<file path="src/rtl/cpsd_report_tx_if.sv">
// Class inputs, overrun control and UART status/line of the CPSD report transmitter.
interface cpsd_report_tx_if;
  logic normal;
  logic AF;
  logic VF;
  logic clr_overrun;
  logic tx;
  logic busy;
  logic overrun;

  modport master (
    output normal, AF, VF, clr_overrun,
    input  tx, busy, overrun
  );

  modport slave (
    input  normal, AF, VF, clr_overrun,
    output tx, busy, overrun
  );
endinterface

</file>
<file path="src/rtl/cpsd_report_tx.sv">
// Turns class changes of the CPSD classifier into tagged report bytes and sends
// them as 8N1 UART frames through a one-entry pending buffer.
module cpsd_report_tx #(
  parameter int unsigned CLKS_PER_BIT = 16,
  parameter int unsigned SEQ_WIDTH    = 4
) (
  input  logic             clk,
  input  logic             rstn,
  input  logic             en,
  cpsd_report_tx_if.slave  bus
);

  localparam int unsigned CW = (CLKS_PER_BIT > 1) ? $clog2(CLKS_PER_BIT) : 1;
  localparam logic [CW-1:0] CNT_LAST = CW'(CLKS_PER_BIT - 1);

  typedef enum logic [1:0] {IDLE, START, DATA, STOP} state_t;

  state_t               state_q;
  logic [2:0]           code_q;
  logic [2:0]           last_q;
  logic [SEQ_WIDTH-1:0] seq_q;
  logic [7:0]           pend_q;
  logic                 pend_valid_q;
  logic                 overrun_q;
  logic [7:0]           shift_q;
  logic [2:0]           bit_q;
  logic [CW-1:0]        cnt_q;
  logic                 tx_q;
  logic                 busy_q;

  logic                 evt;
  logic                 multi;
  logic [7:0]           rpt_byte;
  logic                 consume;
  logic                 cnt_last;

  always_comb begin
    evt      = (code_q != last_q) && (code_q != 3'b000);
    multi    = (code_q[2] & code_q[1]) | (code_q[2] & code_q[0]) | (code_q[1] & code_q[0]);
    rpt_byte = 8'({seq_q, multi, code_q});
    consume  = (state_q == IDLE) && pend_valid_q;
    cnt_last = (cnt_q == CNT_LAST);
  end

  always_ff @(posedge clk or negedge rstn) begin
    if (!rstn) begin
      state_q      <= IDLE;
      code_q       <= '0;
      last_q       <= '0;
      seq_q        <= '0;
      pend_q       <= '0;
      pend_valid_q <= 1'b0;
      overrun_q    <= 1'b0;
      shift_q      <= '0;
      bit_q        <= '0;
      cnt_q        <= '0;
      tx_q         <= 1'b1;
      busy_q       <= 1'b0;
    end else if (en) begin
      code_q <= {bus.VF, bus.AF, bus.normal};
      last_q <= code_q;

      // An event landing on the consume edge refills pending while the old
      // byte moves to the shifter, so it is not an overrun.
      if (evt) begin
        seq_q        <= seq_q + SEQ_WIDTH'(1);
        pend_q       <= rpt_byte;
        pend_valid_q <= 1'b1;
      end else if (consume) begin
        pend_valid_q <= 1'b0;
      end

      if (evt && pend_valid_q && !consume) begin
        overrun_q <= 1'b1;
      end else if (bus.clr_overrun) begin
        overrun_q <= 1'b0;
      end

      case (state_q)
        IDLE: begin
          tx_q   <= 1'b1;
          busy_q <= 1'b0;
          cnt_q  <= '0;
          if (pend_valid_q) begin
            shift_q <= pend_q;
            state_q <= START;
            tx_q    <= 1'b0;
            busy_q  <= 1'b1;
          end
        end
        START: begin
          if (cnt_last) begin
            cnt_q   <= '0;
            bit_q   <= '0;
            tx_q    <= shift_q[0];
            shift_q <= shift_q >> 1;
            state_q <= DATA;
          end else begin
            cnt_q <= cnt_q + CW'(1);
          end
        end
        DATA: begin
          if (cnt_last) begin
            cnt_q <= '0;
            if (bit_q == 3'd7) begin
              tx_q    <= 1'b1;
              state_q <= STOP;
            end else begin
              bit_q   <= bit_q + 3'd1;
              tx_q    <= shift_q[0];
              shift_q <= shift_q >> 1;
            end
          end else begin
            cnt_q <= cnt_q + CW'(1);
          end
        end
        STOP: begin
          if (cnt_last) begin
            cnt_q   <= '0;
            busy_q  <= 1'b0;
            state_q <= IDLE;
          end else begin
            cnt_q <= cnt_q + CW'(1);
          end
        end
        default: begin
          state_q <= IDLE;
          tx_q    <= 1'b1;
          busy_q  <= 1'b0;
        end
      endcase
    end
  end

  assign bus.tx      = tx_q;
  assign bus.busy    = busy_q;
  assign bus.overrun = overrun_q;

endmodule

</file>
<file path="src/flat_wrapper.sv">
// flat-port wrapper written by rule: the top's interface ports become plain ports
module cpsd_report_tx_flat 
#(
  parameter int unsigned CLKS_PER_BIT = 16,
  parameter int unsigned SEQ_WIDTH    = 4
)
  (clk, rstn, en, bus_normal, bus_AF, bus_VF, bus_clr_overrun, bus_tx, bus_busy, bus_overrun);
  cpsd_report_tx_if bus_i ();
  input  logic clk;
  input  logic rstn;
  input  logic en;
  input wire logic [$bits(bus_i.normal)-1:0] bus_normal;
  input wire logic [$bits(bus_i.AF)-1:0] bus_AF;
  input wire logic [$bits(bus_i.VF)-1:0] bus_VF;
  input wire logic [$bits(bus_i.clr_overrun)-1:0] bus_clr_overrun;
  output wire logic [$bits(bus_i.tx)-1:0] bus_tx;
  output wire logic [$bits(bus_i.busy)-1:0] bus_busy;
  output wire logic [$bits(bus_i.overrun)-1:0] bus_overrun;
  assign bus_i.normal = bus_normal;
  assign bus_i.AF = bus_AF;
  assign bus_i.VF = bus_VF;
  assign bus_i.clr_overrun = bus_clr_overrun;
  assign bus_tx = bus_i.tx;
  assign bus_busy = bus_i.busy;
  assign bus_overrun = bus_i.overrun;
  cpsd_report_tx #(.CLKS_PER_BIT(CLKS_PER_BIT), .SEQ_WIDTH(SEQ_WIDTH)) u_core (.clk(clk), .rstn(rstn), .en(en), .bus(bus_i));
endmodule
</file>
<file path="config.mk">
export PLATFORM = sky130hd
export DESIGN_NAME = cpsd_report_tx_flat
export DESIGN_NICKNAME = d
export VERILOG_FILES = /design/src/rtl/cpsd_report_tx_if.sv /design/src/rtl/cpsd_report_tx.sv /design/src/flat_wrapper.sv
export SDC_FILE = /design/constraint.sdc
export NUM_CORES = 1
export LEC_CHECK = 0
export BUFFER_PORTS_ARGS = -buffer_cell sky130_fd_sc_hd__buf_4
export CAP_MARGIN = 10
export CORE_MARGIN = 4
export CORE_UTILIZATION = 54
export CTS_CLUSTER_SIZE = 20
export DETAILED_ROUTE_END_ITERATION = 7
export GPL_TIMING_DRIVEN = 0
export HOLD_SLACK_MARGIN = 0.15
export PLACE_DENSITY = 0.74
export SKIP_CTS_REPAIR_TIMING = 1
export SYNTH_ARGS = -nofsm -noshare
export SYNTH_HDL_FRONTEND = slang
export SYNTH_SLANG_ARGS = --single-unit
</file>
<file path="constraint.sdc">
create_clock -name clk -period 2.1 [get_ports clk]
set_clock_uncertainty 0.05 [all_clocks]
set_input_delay 0.21 -clock clk [delete_from_list [all_inputs] [get_ports clk]]
set_output_delay 0.21 -clock clk [all_outputs]
set_load 0.01 [all_outputs]
</file>
# Yosys cells after proc, flatten, opt, wreduce, memory -nomap -nowiden
# Index checks and enable logic that the tools add are counted.
# Widths: inputs -> output; s select.
# op_classes
n_addsub	3
eq_ne	12
muxes	29
n_bitwise	5
n_reduce_logical	21
# op_table
cell	n
$mux 8	4
$pmux 8 s3	1
$reduce_and 6->1	2
$mux 1	10
$mux 2	5
$ne 2x1->1 const B	5
$mux 3	3
$add 4x1->4 const B	2
$pmux 2 s4	1
$pmux 4 s2	1
$reduce_bool 2->1	4
$pmux 3 s2	1
$reduce_and 2->1	3
$reduce_bool 3->1	2
$reduce_and 5->1	1
$eq 2x2->1 const B	2
$eq 4x4->1 const B	1
$logic_and 1x1->1	4
$mux 4	1
$reduce_and 4->1	1
$add 3x1->3 const B	1
$and 1x1->1	3
$eq 3x3->1 const B	1
$ne 3x3->1	1
other kinds (9)	10
# totals
register_bits	39
in_bits	7
out_inout_bits	3
elab_cells	82

# Depth between registers and ports, before layout
# logic_depth
depth_word	6
mapped_depth	7

# Least setup slack after synthesis
# OpenSTA, ideal clock, no wires.
# synth_timing
kind	flip-flop to flip-flop
startpoint	register u_core.state_q[0]
endpoint	register u_core.shift_q[0]
setup_ps	125
arrival_time_ps	1795
required_time_ps	1925
path_slack_ps	130
stages_incl_launch_ff	8
path_buffers	1
period_less_slack_ps	1970
cell_sequence	dfrtp_1 inv_1 ha_1 or2_1 a21boi_2 and4b_1 buf_6 mux2_4
# synth_via
elab_chain_cells	3
# synth_rtl
item	line	text
from (decl)	cpsd_report_tx.sv:18	state_t state_q;
from (signal assigned)	cpsd_report_tx.sv:47	state_q <= IDLE;
from (signal assigned)	cpsd_report_tx.sv:86	state_q <= START;
from (signal assigned)	cpsd_report_tx.sv:97	state_q <= DATA;
$eq 2x2->1, or another cell as far along	cpsd_report_tx.sv:79	case (state_q)
$ne 2x2->1 (no line), or another cell as far along	n/a	
$reduce_and 6->1 (no line)	n/a	
to (signal assigned)	cpsd_report_tx.sv:85	shift_q <= pend_q;
to (signal assigned)	cpsd_report_tx.sv:96	shift_q <= shift_q >> 1;
to (signal assigned)	cpsd_report_tx.sv:111	shift_q <= shift_q >> 1;
to (decl)	cpsd_report_tx.sv:25	logic [7:0] shift_q;
# Several ways; a longest one is shown, not always the timed one.
# A chain may end at the register's enable or synchronous reset.

# Final worst setup path
# layout_timing
startpoint	register u_core.state_q[0]
endpoint	register u_core.shift_q[3]
# Same word-level chain as after synthesis.

==> tab_implementation.tex <==
\begin{tabular}{lr}
\hline
Metric & Value \\
\hline
\multicolumn{2}{l}{\textbf{Place}} \\
\quad Pre-CTS setup slack & -0.0490 ns \\
\quad Port bufs & 9 \\
\quad Detailed placement HPWL & 2.52 mm \\
\quad Routability Congestion & 0.793 \\
\multicolumn{2}{l}{\textbf{Routing}} \\
\quad Final wirelength & 3.50 mm \\
\quad DR vias & 1275 \\
\quad Pre-Repair DR Iteration Count & 4 \\
\quad DRC violations left & 0 \\
\quad Post-DRT Antenna Nets & 0 \\
\quad Average vias per placed instance & 5.36 \\
\quad Mean routed wirelength per cell & 14.7 µm \\
\quad Starting DRC count in detailed routing & 56 \\
\multicolumn{2}{l}{\textbf{Cells and area}} \\
\quad End-of-flow core utilization & between 60\% and 70\% \\
\quad Filler Cells Inserted & 267 \\
\quad Net count reported at finish & 208 \\
\quad Area used by multi-input combinational logic & 936 µm² \\
\quad Seq. cell area & 977 µm² \\
\quad Share of final-layout standard cells stronger than drive strength 1 & 28.1\% \\
\quad Area delta synth->final & 13.1\% \\
\quad Diode insertion count for antenna repair & 0 \\
\multicolumn{2}{l}{\textbf{Die}} \\
\quad Total Die Area & 4670 µm² \\
\quad X dimension of the die & 68.3 µm \\
\quad IO Pins & 10 \\
\quad Die Span Y & 68.3 µm \\
\quad Area of the placeable core & approximately 3400 µm² \\
\quad Initial Util & 57.5\% \\
\quad Number of rows in the core area & 21 \\
\multicolumn{2}{l}{\textbf{Clock tree}} \\
\quad H-tree depth & 2 \\
\quad Reg clk slew, reported paths & 0.12 ns \\
\quad Root buffer cell & sky130\_fd\_sc\_hd\_\_clkbuf\_4 \\
\quad Number of CTS-inserted buffers & 5 \\
\quad Clock latency on the worst-skew pair & 0.35 ns \\
\quad CTS Sinks & 39 \\
\quad TritonCTS clock tree & built \\
\quad Largest buffer count on any clock path & 2 \\
\multicolumn{2}{l}{\textbf{Synth}} \\
\quad EDFF count, synth & 0 \\
\quad Avg Synthesized Cell Area & 11.8 µm² \\
\quad Main area contributors after synthesis & sky130\_fd\_sc\_hd\_\_dfrtp\_1 (48\%), sky130\_fd\_sc\_hd\_\_mux2\_2 (10\%), sky130\_fd\_sc\_hd\_\_ha\_1 (6.4\%), sky130\_fd\_sc\_hd\_\_mux2\_4 (6.1\%), sky130\_fd\_sc\_hd\_\_nand2\_1 (4.4\%) \\
\quad Count of different cell masters after synthesis & 39 \\
\quad Flip-flop and latch count after synthesis & 39 \\
\quad Largest area contributor in the netlist & sky130\_fd\_sc\_hd\_\_dfrtp\_1 \\
\quad Cell Area, Synth & 1970 µm² \\
\quad Fraction of synthesis flops using an asynchronous set or reset pin & 100\% \\
\quad Proportion of netlist area held by the largest area contributor & 48.4\% \\
\quad Mapped Nets & between 150 and 200 \\
\quad Instance count of the mapped netlist & 167 \\
\quad Warnings, synthesis & 0 \\
\quad Dominant synthesized flop cell & sky130\_fd\_sc\_hd\_\_dfrtp\_1 \\
\quad Share of the yosys chip area belonging to registers & 49.7\% \\
\multicolumn{2}{l}{\textbf{Setup path}} \\
\quad Launching point of the worst reg2reg path & u\_core.state\_q[0]\$\_DFFE\_PN0P\_ \\
\quad Startpoint type of the worst setup path & flop \\
\quad CP max FO & 8 \\
\quad Worst-case register-to-register setup slack & 0.07 ns \\
\quad Destination of the critical timing path & u\_core.shift\_q[3]\$\_DFFE\_PN0P\_ \\
\quad Worst R2R Path Depth & 7 \\
\quad Launch point of the critical path & u\_core.state\_q[0]\$\_DFFE\_PN0P\_ \\
\quad Arrival time reported for the critical path endpoint & 2.23 ns \\
\quad Endpoint of the lowest-slack register-to-register path & u\_core.shift\_q[3]\$\_DFFE\_PN0P\_ \\
\quad Worst setup path category & flop to flop \\
\quad Crit. End Element & flop \\
\quad Required time worst endpoint & 2.30 ns \\
\multicolumn{2}{l}{\textbf{GRT}} \\
\quad Initial antenna violation count & 0 \\
\quad Pin count of the biggest net entering global routing & 40 \\
\quad First-pass GRT wire length & 6.07 mm \\
\quad Number of global-route vias before repair & approximately 1300 \\
\quad Total Routing Usage GR & 17.8\% \\
\quad Remaining global-route overflow & 0 \\
\multicolumn{2}{l}{\textbf{Pwr}} \\
\quad Fraction of power consumed by combinational cells & 45.9\% \\
\quad Sw Ratio & about a third \\
\quad Leak Pwr & $\sim$1.0 nW \\
\quad Fraction of power consumed by sequential logic & 41.8\% \\
\quad Power per cell area & 1390 nW/µm² \\
\quad Cell internal pwr & 2.00 mW \\
\quad Clock power frac & $\sim$12\% \\
\quad Worst IR Drop VDD & 678 µV \\
\quad Switching Power & 1.09 mW \\
\multicolumn{2}{l}{\textbf{STA}} \\
\quad Period utilisation layout & 96.8\% \\
\quad Count of final setup violators & 0 \\
\quad Slew HR & between 60\% and 70\% \\
\quad Final Slew Violations & 0 \\
\quad Final WS setup & 0.0671 ns \\
\quad Worst Max-Slew Pin Slew & roughly 0.47 ns \\
\quad Clock period minus final worst setup slack & 2.03 ns \\
\quad Final Hold Fails & 0 \\
\quad Max Fclk & around 500 MHz \\
\multicolumn{2}{l}{\textbf{Hold path}} \\
\quad Hold WC Path Type & primary input to flop \\
\multicolumn{2}{l}{\textbf{Flow run}} \\
\quad Max Cap Violations & 0 \\
\multicolumn{2}{l}{\textbf{Run status}} \\
\quad Outcome & finished clean \\
\hline
\end{tabular}
[layout make-up]
class                   instances  share of cell area (%)
flip-flops and latches         39                    44.0
multi-input cells             116                    42.1
repair buffers                 18                    6.64
well taps                      46                    2.59
clock buffers                   6                    1.86
inverters                       7                    1.18
plain buffers                   4                    1.13
clock inverters                 2                   0.563
[power by group through the flow]
stage	sequential [mW]	clock, mW	combinational (mW)
floorplan	1.25	0	1.08
detailed placement	1.31	0	1.36
CTS	1.29	0.388	1.37
global route	1.33	0.431	1.57
finish	1.29	0.381	1.42
global placement	1.28	0	1.28
[cell usage after synthesis, drive strengths merged, types with 2 or more instances]
| cell | n |
|---|---|
| dfrtp | 38 |
| mux2 | 29 |
| nand2 | 23 |
| o21ai | 11 |
| ha | 10 |
| inv | 7 |
| nand3 | 5 |
| xnor2 | 5 |
| nor2 | 4 |
| a31oi | 3 |
| buf | 3 |
| nor2b | 3 |
| a32o | 2 |
| clkbuf | 2 |
| nand2b | 2 |
| o22ai | 2 |
| or2 | 2 |
[per-layer routing]
layer | part of all wire (%) | vias to the layer above | wire length, µm | global-route usage [%]
li1 | - | 637 | - | -
met1 | 46 | 614 | 1620 | 23.3
met2 | 49 | 17 | 1720 | 28.4
met3 | 2.7 | 7 | 96 | 4.11
met4 | 1.5 | 0 | 53 | 6.95
met5 | 0 | - | 0 | 0
[cell usage in the layout (no fill, tap or decap), types with 4 or more instances in the layout]
master	instances
sky130_fd_sc_hd__buf_4	13
sky130_fd_sc_hd__clkbuf_4	5
sky130_fd_sc_hd__dfrtp_1	38
sky130_fd_sc_hd__dlygate4sd3_1	5
sky130_fd_sc_hd__ha_1	9
sky130_fd_sc_hd__inv_1	7
sky130_fd_sc_hd__mux2_2	18
sky130_fd_sc_hd__mux2_4	8
sky130_fd_sc_hd__nand2_1	23
sky130_fd_sc_hd__nand3_1	5
sky130_fd_sc_hd__nor2_1	4
sky130_fd_sc_hd__o21ai_0	10
sky130_fd_sc_hd__xnor2_1	5
[sequential cells by signal, summed over array words and instances, names as in the netlist]
register,flops
u_core.bus.tx,1
u_core.pend_valid_q,1
u_core.code_q,3
u_core.pend_q,8
u_core.cnt_q,4
u_core.bus.busy,1
u_core.last_q,3
u_core.state_q,2
u_core.shift_q,8
u_core.seq_q,4
u_core.bus.overrun,1
u_core.bit_q,3
[how the worst min path moves through the flow]
stage / start / to / slack [ns] / cells past startpoint
after CTS: rstn / u_core.pend_q[0]$_DFFE_PN0P_ / -0.23 / 1
final: en / u_core.state_q[0]$_DFFE_PN0P_ / 0.20 / 3
after global routing: en / u_core.state_q[0]$_DFFE_PN0P_ / 0.19 / 3
after global placement: rstn / u_core.bit_q[0]$_DFFE_PN0P_ / 0.15 / 1
after floorplan: rstn / u_core.bit_q[0]$_DFFE_PN0P_ / -0.14 / 0
after detailed placement: rstn / u_core.bit_q[0]$_DFFE_PN0P_ / 0.15 / 1
[metrics by stage]
step / hold WS [ns] / cells / power (mW) / TNS (ns) / area (µm²)
finish: 0.200 / 238 / 3.09 / 0 / 2220
global route: 0.186 / 238 / 3.34 / -0.0109 / 2220
CTS: -0.233 / 230 / 3.04 / -0.486 / 2140
detailed placement: 0.153 / 222 / 2.66 / -0.335 / 2090
global placement: 0.146 / 222 / 2.56 / 0 / 2090
floorplan: -0.136 / 167 / 2.33 / 0 / 1970
[cells by family after synthesis]
family                     share of synthesized area, %
AOI/OAI and AO/OA                                  8.72
xor gates and xnor gates                           2.67
adders and majority gates                          6.87
buffers and inverters                              2.80
DFF                                                49.7
muxes                                              18.7
and+or+nand+nor                                    10.6
[critical path, stage by stage (launching register included)]
cell and delay, ns:
sky130_fd_sc_hd__dfrtp_1 0.42, sky130_fd_sc_hd__buf_4 0.15, sky130_fd_sc_hd__ha_1 0.21, sky130_fd_sc_hd__or2_1 0.26, sky130_fd_sc_hd__a21boi_2 0.14, sky130_fd_sc_hd__and4b_1 0.22
sky130_fd_sc_hd__buf_6 0.16, sky130_fd_sc_hd__mux2_4 0.31
No activity file was read; power rests on OpenSTA's default activity.
